<file path="src/rtl/pipe_ctrl_if.sv">
// Bundle of stage hazard fields, data-memory handshake and pipeline control outputs.
// The pipeline datapath acts as master and pipe_ctrl as slave.
interface pipe_ctrl_if #(
    parameter int unsigned XLEN  = 32,
    parameter int unsigned RADDR = 5,
    parameter int unsigned CNT_W = 16
);
    logic [RADDR-1:0] id_rs1;
    logic [RADDR-1:0] id_rs2;
    logic             id_use1;
    logic             id_use2;
    logic [RADDR-1:0] ex_rs1;
    logic [RADDR-1:0] ex_rs2;
    logic [RADDR-1:0] ex_wrreg;
    logic             ex_memread;
    logic             ex_regwrite;
    logic [RADDR-1:0] mem_wrreg;
    logic             mem_regwrite;
    logic             mem_req;
    logic             mem_ready;
    logic [RADDR-1:0] wb_wrreg;
    logic             wb_regwrite;
    logic             redirect;
    logic [XLEN-1:0]  redirect_pc;

    logic [XLEN-1:0]  pc;
    logic [1:0]       fwd_a;
    logic [1:0]       fwd_b;
    logic             stall_id;
    logic             bubble_ex;
    logic             flush;
    logic             hold_all;
    logic [CNT_W-1:0] stall_cnt;
    logic [CNT_W-1:0] flush_cnt;

    modport master (
        output id_rs1, id_rs2, id_use1, id_use2,
        output ex_rs1, ex_rs2, ex_wrreg, ex_memread, ex_regwrite,
        output mem_wrreg, mem_regwrite, mem_req, mem_ready,
        output wb_wrreg, wb_regwrite, redirect, redirect_pc,
        input  pc, fwd_a, fwd_b, stall_id, bubble_ex, flush, hold_all,
        input  stall_cnt, flush_cnt
    );

    modport slave (
        input  id_rs1, id_rs2, id_use1, id_use2,
        input  ex_rs1, ex_rs2, ex_wrreg, ex_memread, ex_regwrite,
        input  mem_wrreg, mem_regwrite, mem_req, mem_ready,
        input  wb_wrreg, wb_regwrite, redirect, redirect_pc,
        output pc, fwd_a, fwd_b, stall_id, bubble_ex, flush, hold_all,
        output stall_cnt, flush_cnt
    );
endinterface

</file>
<file path="src/rtl/pipe_ctrl.sv">
// Five-stage pipeline hazard controller: PC sequencing, forwarding selects, load-use
// stall, redirect flush (deferred across memory waits) and stall/flush counters.
module pipe_ctrl #(
    parameter int unsigned    XLEN     = 32,
    parameter int unsigned    RADDR    = 5,
    parameter logic [XLEN-1:0] RESET_PC = '0,
    parameter int unsigned    CNT_W    = 16
) (
    input  logic        clk,
    input  logic        rst_n,
    pipe_ctrl_if.slave  bus
);

    localparam logic [1:0] FWD_RF  = 2'd0;
    localparam logic [1:0] FWD_MEM = 2'd1;
    localparam logic [1:0] FWD_WB  = 2'd2;

    typedef enum logic {RUN, MWAIT} state_t;

    state_t           state_q, state_d;
    logic [XLEN-1:0]  pc_q, pc_d;
    logic [XLEN-1:0]  pend_pc_q;
    logic             pend_q;
    logic [XLEN-1:0]  tgt;
    logic             hold;
    logic             redir_take;
    logic             stall;
    logic             load_use;
    logic [CNT_W-1:0] stall_cnt_q;
    logic [CNT_W-1:0] flush_cnt_q;

    function automatic logic [1:0] fwd_sel(
        input logic [RADDR-1:0] rs,
        input logic             mem_we,
        input logic [RADDR-1:0] mem_rd,
        input logic             wb_we,
        input logic [RADDR-1:0] wb_rd
    );
        logic [1:0] sel;
        sel = FWD_RF;
        if (mem_we && (mem_rd != '0) && (mem_rd == rs))
            sel = FWD_MEM;
        else if (wb_we && (wb_rd != '0) && (wb_rd == rs))
            sel = FWD_WB;
        return sel;
    endfunction

    always_ff @(posedge clk or negedge rst_n) begin
        if (!rst_n) state_q <= RUN;
        else        state_q <= state_d;
    end

    // Next state and all zero-latency control outputs; every output is forced low in reset.
    always_comb begin
        state_d       = state_q;
        hold          = 1'b0;
        redir_take    = 1'b0;
        stall         = 1'b0;
        tgt           = bus.redirect ? bus.redirect_pc : pend_pc_q;
        load_use      = bus.ex_memread && bus.ex_regwrite && (bus.ex_wrreg != '0) &&
                        ((bus.id_use1 && (bus.id_rs1 == bus.ex_wrreg)) ||
                         (bus.id_use2 && (bus.id_rs2 == bus.ex_wrreg)));
        bus.fwd_a     = FWD_RF;
        bus.fwd_b     = FWD_RF;

        case (state_q)
            RUN: begin
                if (bus.mem_req && !bus.mem_ready) begin
                    hold    = 1'b1;
                    state_d = MWAIT;
                end
            end
            MWAIT: begin
                if (bus.mem_ready) state_d = RUN;
                else               hold    = 1'b1;
            end
        endcase

        if (!rst_n) begin
            hold = 1'b0;
        end else begin
            bus.fwd_a = fwd_sel(bus.ex_rs1, bus.mem_regwrite, bus.mem_wrreg,
                                bus.wb_regwrite, bus.wb_wrreg);
            bus.fwd_b = fwd_sel(bus.ex_rs2, bus.mem_regwrite, bus.mem_wrreg,
                                bus.wb_regwrite, bus.wb_wrreg);
            // A redirect held back by a memory wait wins the first free cycle.
            if (!hold) begin
                if (bus.redirect || pend_q) redir_take = 1'b1;
                else if (load_use)          stall      = 1'b1;
            end
        end

        if (hold || stall)  pc_d = pc_q;
        else if (redir_take) pc_d = {tgt[XLEN-1:2], 2'b00};
        else                 pc_d = pc_q + XLEN'(4);

        bus.hold_all  = hold;
        bus.flush     = redir_take;
        bus.stall_id  = stall;
        bus.bubble_ex = stall;
    end

    // PC, pending redirect and saturating event counters.
    always_ff @(posedge clk or negedge rst_n) begin
        if (!rst_n) begin
            pc_q        <= RESET_PC;
            pend_q      <= 1'b0;
            pend_pc_q   <= '0;
            stall_cnt_q <= '0;
            flush_cnt_q <= '0;
        end else begin
            pc_q <= pc_d;
            if (hold && bus.redirect) begin
                pend_q    <= 1'b1;
                pend_pc_q <= bus.redirect_pc;
            end else if (redir_take) begin
                pend_q    <= 1'b0;
            end
            if ((stall || hold) && (stall_cnt_q != '1))
                stall_cnt_q <= stall_cnt_q + CNT_W'(1);
            if (redir_take && (flush_cnt_q != '1))
                flush_cnt_q <= flush_cnt_q + CNT_W'(1);
        end
    end

    assign bus.pc        = pc_q;
    assign bus.stall_cnt = stall_cnt_q;
    assign bus.flush_cnt = flush_cnt_q;

endmodule

</file>
<file path="src/flat_wrapper.sv">
// flat-port wrapper written by rule: the top's interface ports become plain ports
module pipe_ctrl_flat 
#(
    parameter int unsigned    XLEN     = 32,
    parameter int unsigned    RADDR    = 5,
    parameter logic [XLEN-1:0] RESET_PC = '0,
    parameter int unsigned    CNT_W    = 16
)
  (clk, rst_n, bus_id_rs1, bus_id_rs2, bus_id_use1, bus_id_use2, bus_ex_rs1, bus_ex_rs2, bus_ex_wrreg, bus_ex_memread, bus_ex_regwrite, bus_mem_wrreg, bus_mem_regwrite, bus_mem_req, bus_mem_ready, bus_wb_wrreg, bus_wb_regwrite, bus_redirect, bus_redirect_pc, bus_pc, bus_fwd_a, bus_fwd_b, bus_stall_id, bus_bubble_ex, bus_flush, bus_hold_all, bus_stall_cnt, bus_flush_cnt);
  pipe_ctrl_if #(.XLEN(XLEN), .RADDR(RADDR), .CNT_W(CNT_W)) bus_i ();
  input  logic clk;
  input  logic rst_n;
  input wire logic [$bits(bus_i.id_rs1)-1:0] bus_id_rs1;
  input wire logic [$bits(bus_i.id_rs2)-1:0] bus_id_rs2;
  input wire logic [$bits(bus_i.id_use1)-1:0] bus_id_use1;
  input wire logic [$bits(bus_i.id_use2)-1:0] bus_id_use2;
  input wire logic [$bits(bus_i.ex_rs1)-1:0] bus_ex_rs1;
  input wire logic [$bits(bus_i.ex_rs2)-1:0] bus_ex_rs2;
  input wire logic [$bits(bus_i.ex_wrreg)-1:0] bus_ex_wrreg;
  input wire logic [$bits(bus_i.ex_memread)-1:0] bus_ex_memread;
  input wire logic [$bits(bus_i.ex_regwrite)-1:0] bus_ex_regwrite;
  input wire logic [$bits(bus_i.mem_wrreg)-1:0] bus_mem_wrreg;
  input wire logic [$bits(bus_i.mem_regwrite)-1:0] bus_mem_regwrite;
  input wire logic [$bits(bus_i.mem_req)-1:0] bus_mem_req;
  input wire logic [$bits(bus_i.mem_ready)-1:0] bus_mem_ready;
  input wire logic [$bits(bus_i.wb_wrreg)-1:0] bus_wb_wrreg;
  input wire logic [$bits(bus_i.wb_regwrite)-1:0] bus_wb_regwrite;
  input wire logic [$bits(bus_i.redirect)-1:0] bus_redirect;
  input wire logic [$bits(bus_i.redirect_pc)-1:0] bus_redirect_pc;
  output wire logic [$bits(bus_i.pc)-1:0] bus_pc;
  output wire logic [$bits(bus_i.fwd_a)-1:0] bus_fwd_a;
  output wire logic [$bits(bus_i.fwd_b)-1:0] bus_fwd_b;
  output wire logic [$bits(bus_i.stall_id)-1:0] bus_stall_id;
  output wire logic [$bits(bus_i.bubble_ex)-1:0] bus_bubble_ex;
  output wire logic [$bits(bus_i.flush)-1:0] bus_flush;
  output wire logic [$bits(bus_i.hold_all)-1:0] bus_hold_all;
  output wire logic [$bits(bus_i.stall_cnt)-1:0] bus_stall_cnt;
  output wire logic [$bits(bus_i.flush_cnt)-1:0] bus_flush_cnt;
  assign bus_i.id_rs1 = bus_id_rs1;
  assign bus_i.id_rs2 = bus_id_rs2;
  assign bus_i.id_use1 = bus_id_use1;
  assign bus_i.id_use2 = bus_id_use2;
  assign bus_i.ex_rs1 = bus_ex_rs1;
  assign bus_i.ex_rs2 = bus_ex_rs2;
  assign bus_i.ex_wrreg = bus_ex_wrreg;
  assign bus_i.ex_memread = bus_ex_memread;
  assign bus_i.ex_regwrite = bus_ex_regwrite;
  assign bus_i.mem_wrreg = bus_mem_wrreg;
  assign bus_i.mem_regwrite = bus_mem_regwrite;
  assign bus_i.mem_req = bus_mem_req;
  assign bus_i.mem_ready = bus_mem_ready;
  assign bus_i.wb_wrreg = bus_wb_wrreg;
  assign bus_i.wb_regwrite = bus_wb_regwrite;
  assign bus_i.redirect = bus_redirect;
  assign bus_i.redirect_pc = bus_redirect_pc;
  assign bus_pc = bus_i.pc;
  assign bus_fwd_a = bus_i.fwd_a;
  assign bus_fwd_b = bus_i.fwd_b;
  assign bus_stall_id = bus_i.stall_id;
  assign bus_bubble_ex = bus_i.bubble_ex;
  assign bus_flush = bus_i.flush;
  assign bus_hold_all = bus_i.hold_all;
  assign bus_stall_cnt = bus_i.stall_cnt;
  assign bus_flush_cnt = bus_i.flush_cnt;
  pipe_ctrl #(.XLEN(XLEN), .RADDR(RADDR), .RESET_PC(RESET_PC), .CNT_W(CNT_W)) u_core (.clk(clk), .rst_n(rst_n), .bus(bus_i));
endmodule
</file>
<file path="config.mk">
export PLATFORM = sky130hd
export DESIGN_NAME = pipe_ctrl_flat
export DESIGN_NICKNAME = d
export VERILOG_FILES = /design/src/rtl/pipe_ctrl_if.sv /design/src/rtl/pipe_ctrl.sv /design/src/flat_wrapper.sv
export SDC_FILE = /design/constraint.sdc
export NUM_CORES = 1
export LEC_CHECK = 0
export CORE_MARGIN = 1
export CORE_UTILIZATION = 40
export CTS_CLUSTER_SIZE = 16
export DETAILED_ROUTE_END_ITERATION = 7
export DONT_BUFFER_PORTS = 1
export PLACE_DENSITY = 0.6
export SYNTH_ARGS = -nofsm -noshare
export SYNTH_HDL_FRONTEND = slang
export SYNTH_SLANG_ARGS = --single-unit
</file>
<file path="constraint.sdc">
create_clock -name clk -period 1.8 [get_ports clk]
set_input_delay 0.36 -clock clk [delete_from_list [all_inputs] [get_ports clk]]
set_output_delay 0.36 -clock clk [all_outputs]
set_load 0.05 [all_outputs]
</file>
==> results_dict.tcl <==
set metrics [dict create \
    status "finished with violations" \
    violations "hold timing, setup timing" \
    ys_seq_elements 94 \
    clock_sinks 94 \
    cts_tree "done" \
    vias_per_cell 5.605 \
    route.detailed.drc 0 \
    initial_core_util 0.4161 \
    wl_per_cell_microns 19.36 \
    nNetsFinal 757 \
    critPathMaxFanout 2 \
    fin_crit_ns 1.974 \
    synth.yosys.warnings 0 \
    dp_hpwl_microns 10480 \
    yosysSeqAreaShare 0.4426 \
    critPathLaunchType "flip-flop" \
    layout_common_cells "buf_4, dfrtp_1, mux2_2, dfrtp_2, nand2_1" \
    endpoint_kind "primary output" \
    async_reset_ff_frac 1.000 \
    slew_violations 0 \
    holdWs_ns -0.2951 \
    grt_max_degree 101 \
    critPathSlowestCell "dfrtp_1" \
    port_buffers 0 \
    synth_cell_types 50 \
    syn-cell-area_sq_mm 0.005315 \
    place_congestion 0.8105 \
    maxCapViolations 0 \
    antenna_found_initial 0 \
    crit_path_cell_trace "nor2_2 -> nand3_2 -> nor4_4 -> and2_4" \
    power.leakage_nw 3.370 \
    grt_pass1_wl_microns 25230 \
    critical_path_arrival_ns 1.61 \
    dieHeight_microns 117.3 \
    critPathMaxStageDelay_ns 0.39 \
    synth_ff_type "dfrtp_1" \
    die-area_sq_mm 0.01375 \
    synthCells 534 \
    final.setup.tns_ns -2.740 \
    clock-skew-final_ns 0.005958 \
    mostFrequentLayoutCell "buf_4" \
    setup_viol 43 \
    ir_worst_vdd_mv 0.9090 \
    coreArea_sq_mm 0.01277 \
    first_pass_iters 4 \
    p_per_area_mw_per_mm2 1091 \
    drt_iter0_markers 190 \
    grt_pass1_vias 5030 \
    top_level_ports 150 \
    clk_latency_ns 0.35 \
    cts_root_buffer "clkbuf_16" \
    rsz0062_at_grt "true" \
    hold_class "in2async" \
    grt_usage 0.2399 \
    grt_overflow 0 \
    syn_to_final_growth_pct 55.27 \
    ant_nets 0 \
    hold_viol_final 94 \
    critPathRequiredTime_ns 1.44 \
    fin_ws_ns -0.1740 \
    path_class "reg2out" \
    avgSynthCellArea_sq_um 9.953 \
    htree_levels 3 \
    synth_edf_count 0 \
    fillers 968 \
    seqCellArea_sq_mm 0.002405 \
    clk_pin_slew_ns 0.07 \
    post-route-period-util 1.097 \
    cts_buffers 9 \
    ctsLongestPathBuffers 2 \
    num_rows 41 \
    num_antenna_cells 0 \
    fp.dieW_microns 117.3 \
    max_freq_mhz 506.6 \
    post-route-util 0.6461 \
    vias 4781 \
    multi_input_area_sq_mm 0.003675 \
    drive_gt1_frac 0.5844 \
    dp_slack_ns -0.2745 \
    wl_microns 16520 \
]
cell usage after synthesis, drive strengths merged, types with 9 or more instances:
cell	n	area, sq um
dfrtp	94	2352
a21oi	48	240.2
mux2	47	529.3
nand2	41	153.9
xnor2	31	271.5
nand3	28	145.1
xor2	28	245.2
o21ai	23	115.1
nor2	17	63.81
clkbuf	16	60.06
buf	15	90.08
nand4	14	87.58
inv	13	48.80
nor3	13	75.07
mux2i	12	120.1
nor4	11	75.07
o22ai	9	56.30
what timing repair did:
action / CTS / global route
hold endpoints to repair: 94 / 94
pin swaps: 48 / 36
resized for setup: 116 / 75
setup buffers: 20 / 15
endpoints found under the setup margin: 63 / 65
gates cloned: 8 / 4
sequential cells by signal (all words and copies together) (netlist names):
| name | cells |
|---|---|
| u_core.bus.flush_cnt | 16 |
| u_core.bus.pc | 30 |
| u_core.bus.stall_cnt | 16 |
| u_core.pend_pc_q | 30 |
| u_core.pend_q | 1 |
| u_core.state_q | 1 |
final cells by class:
class                      instances  area share
clock buffer                      12     0.03108
clock inverter                     4    0.006671
tap                              172     0.02608
inverter                          13    0.007429
sequential                        94      0.2914
timing repair inverter             1    0.001061
multi-input combinational        397      0.4453
timing repair buffer             160      0.1910
metrics by stage:
stage / instances / power [mW] / cell area [sq um]
CTS: 840 / 8.837 / 7859
floorplan: 535 / 5.438 / 5703
global placement: 796 / 6.367 / 6664
global route: 853 / 9.431 / 8253
finish: 853 / 9.003 / 8253
detailed placement: 796 / 6.486 / 6664
report_power, final:
group	internal [mW]	switching (mW)	total, mW
clock network	1.16	0.837	2.00
logic	1.48	2.50	3.98
registers	2.65	0.381	3.03
cells by family after synthesis:
| logic type | count (synthesis) | synth area share |
|---|---|---|
| simple gates | 158 | 0.1584 |
| compound gates | 116 | 0.1344 |
| flops | 94 | 0.4426 |
| xor+xnor | 59 | 0.09722 |
| mux | 59 | 0.1222 |
| buf+inv | 44 | 0.03743 |
| fa+ha+maj | 3 | 0.007063 |
| other cells | 1 | 0.0007055 |
layer usage:
metal / vias to the layer above / wire [microns] / GRT usage
met2: 128 / 8497 / 0.4184
met5: - / 0 / 0
met4: 0 / 473 / 0.09873
met1: 2395 / 6390 / 0.2720
met3: 37 / 1153 / 0.07415
li1: 2221 / - / -
path summary, 6_finish.rpt:
path	startpoint	end	slack, ns	cells past startpoint
setup / recovery	u_core.pend_q	bus_bubble_ex	-0.17	4
hold / removal	rst_n	u_core.pend_pc_q[2]	-0.30	0
setup reg to reg	u_core.state_q	u_core.bus.flush_cnt[15]	-0.11	7
hold reg to reg	u_core.pend_pc_q[6]	u_core.pend_pc_q[6]	0.50	1
max in group asynchronous	rst_n	u_core.bus.stall_cnt[1]	1.95	0
min in group clk	rst_n	u_core.pend_q	0.15	1
worst max-delay path: cells and delay by family, from the launching register on:
family | cells | cell delay, ns
and+or+nand+nor | 4 | 0.88
DFF | 1 | 0.39
No activity file was read; power rests on OpenSTA's default activity.
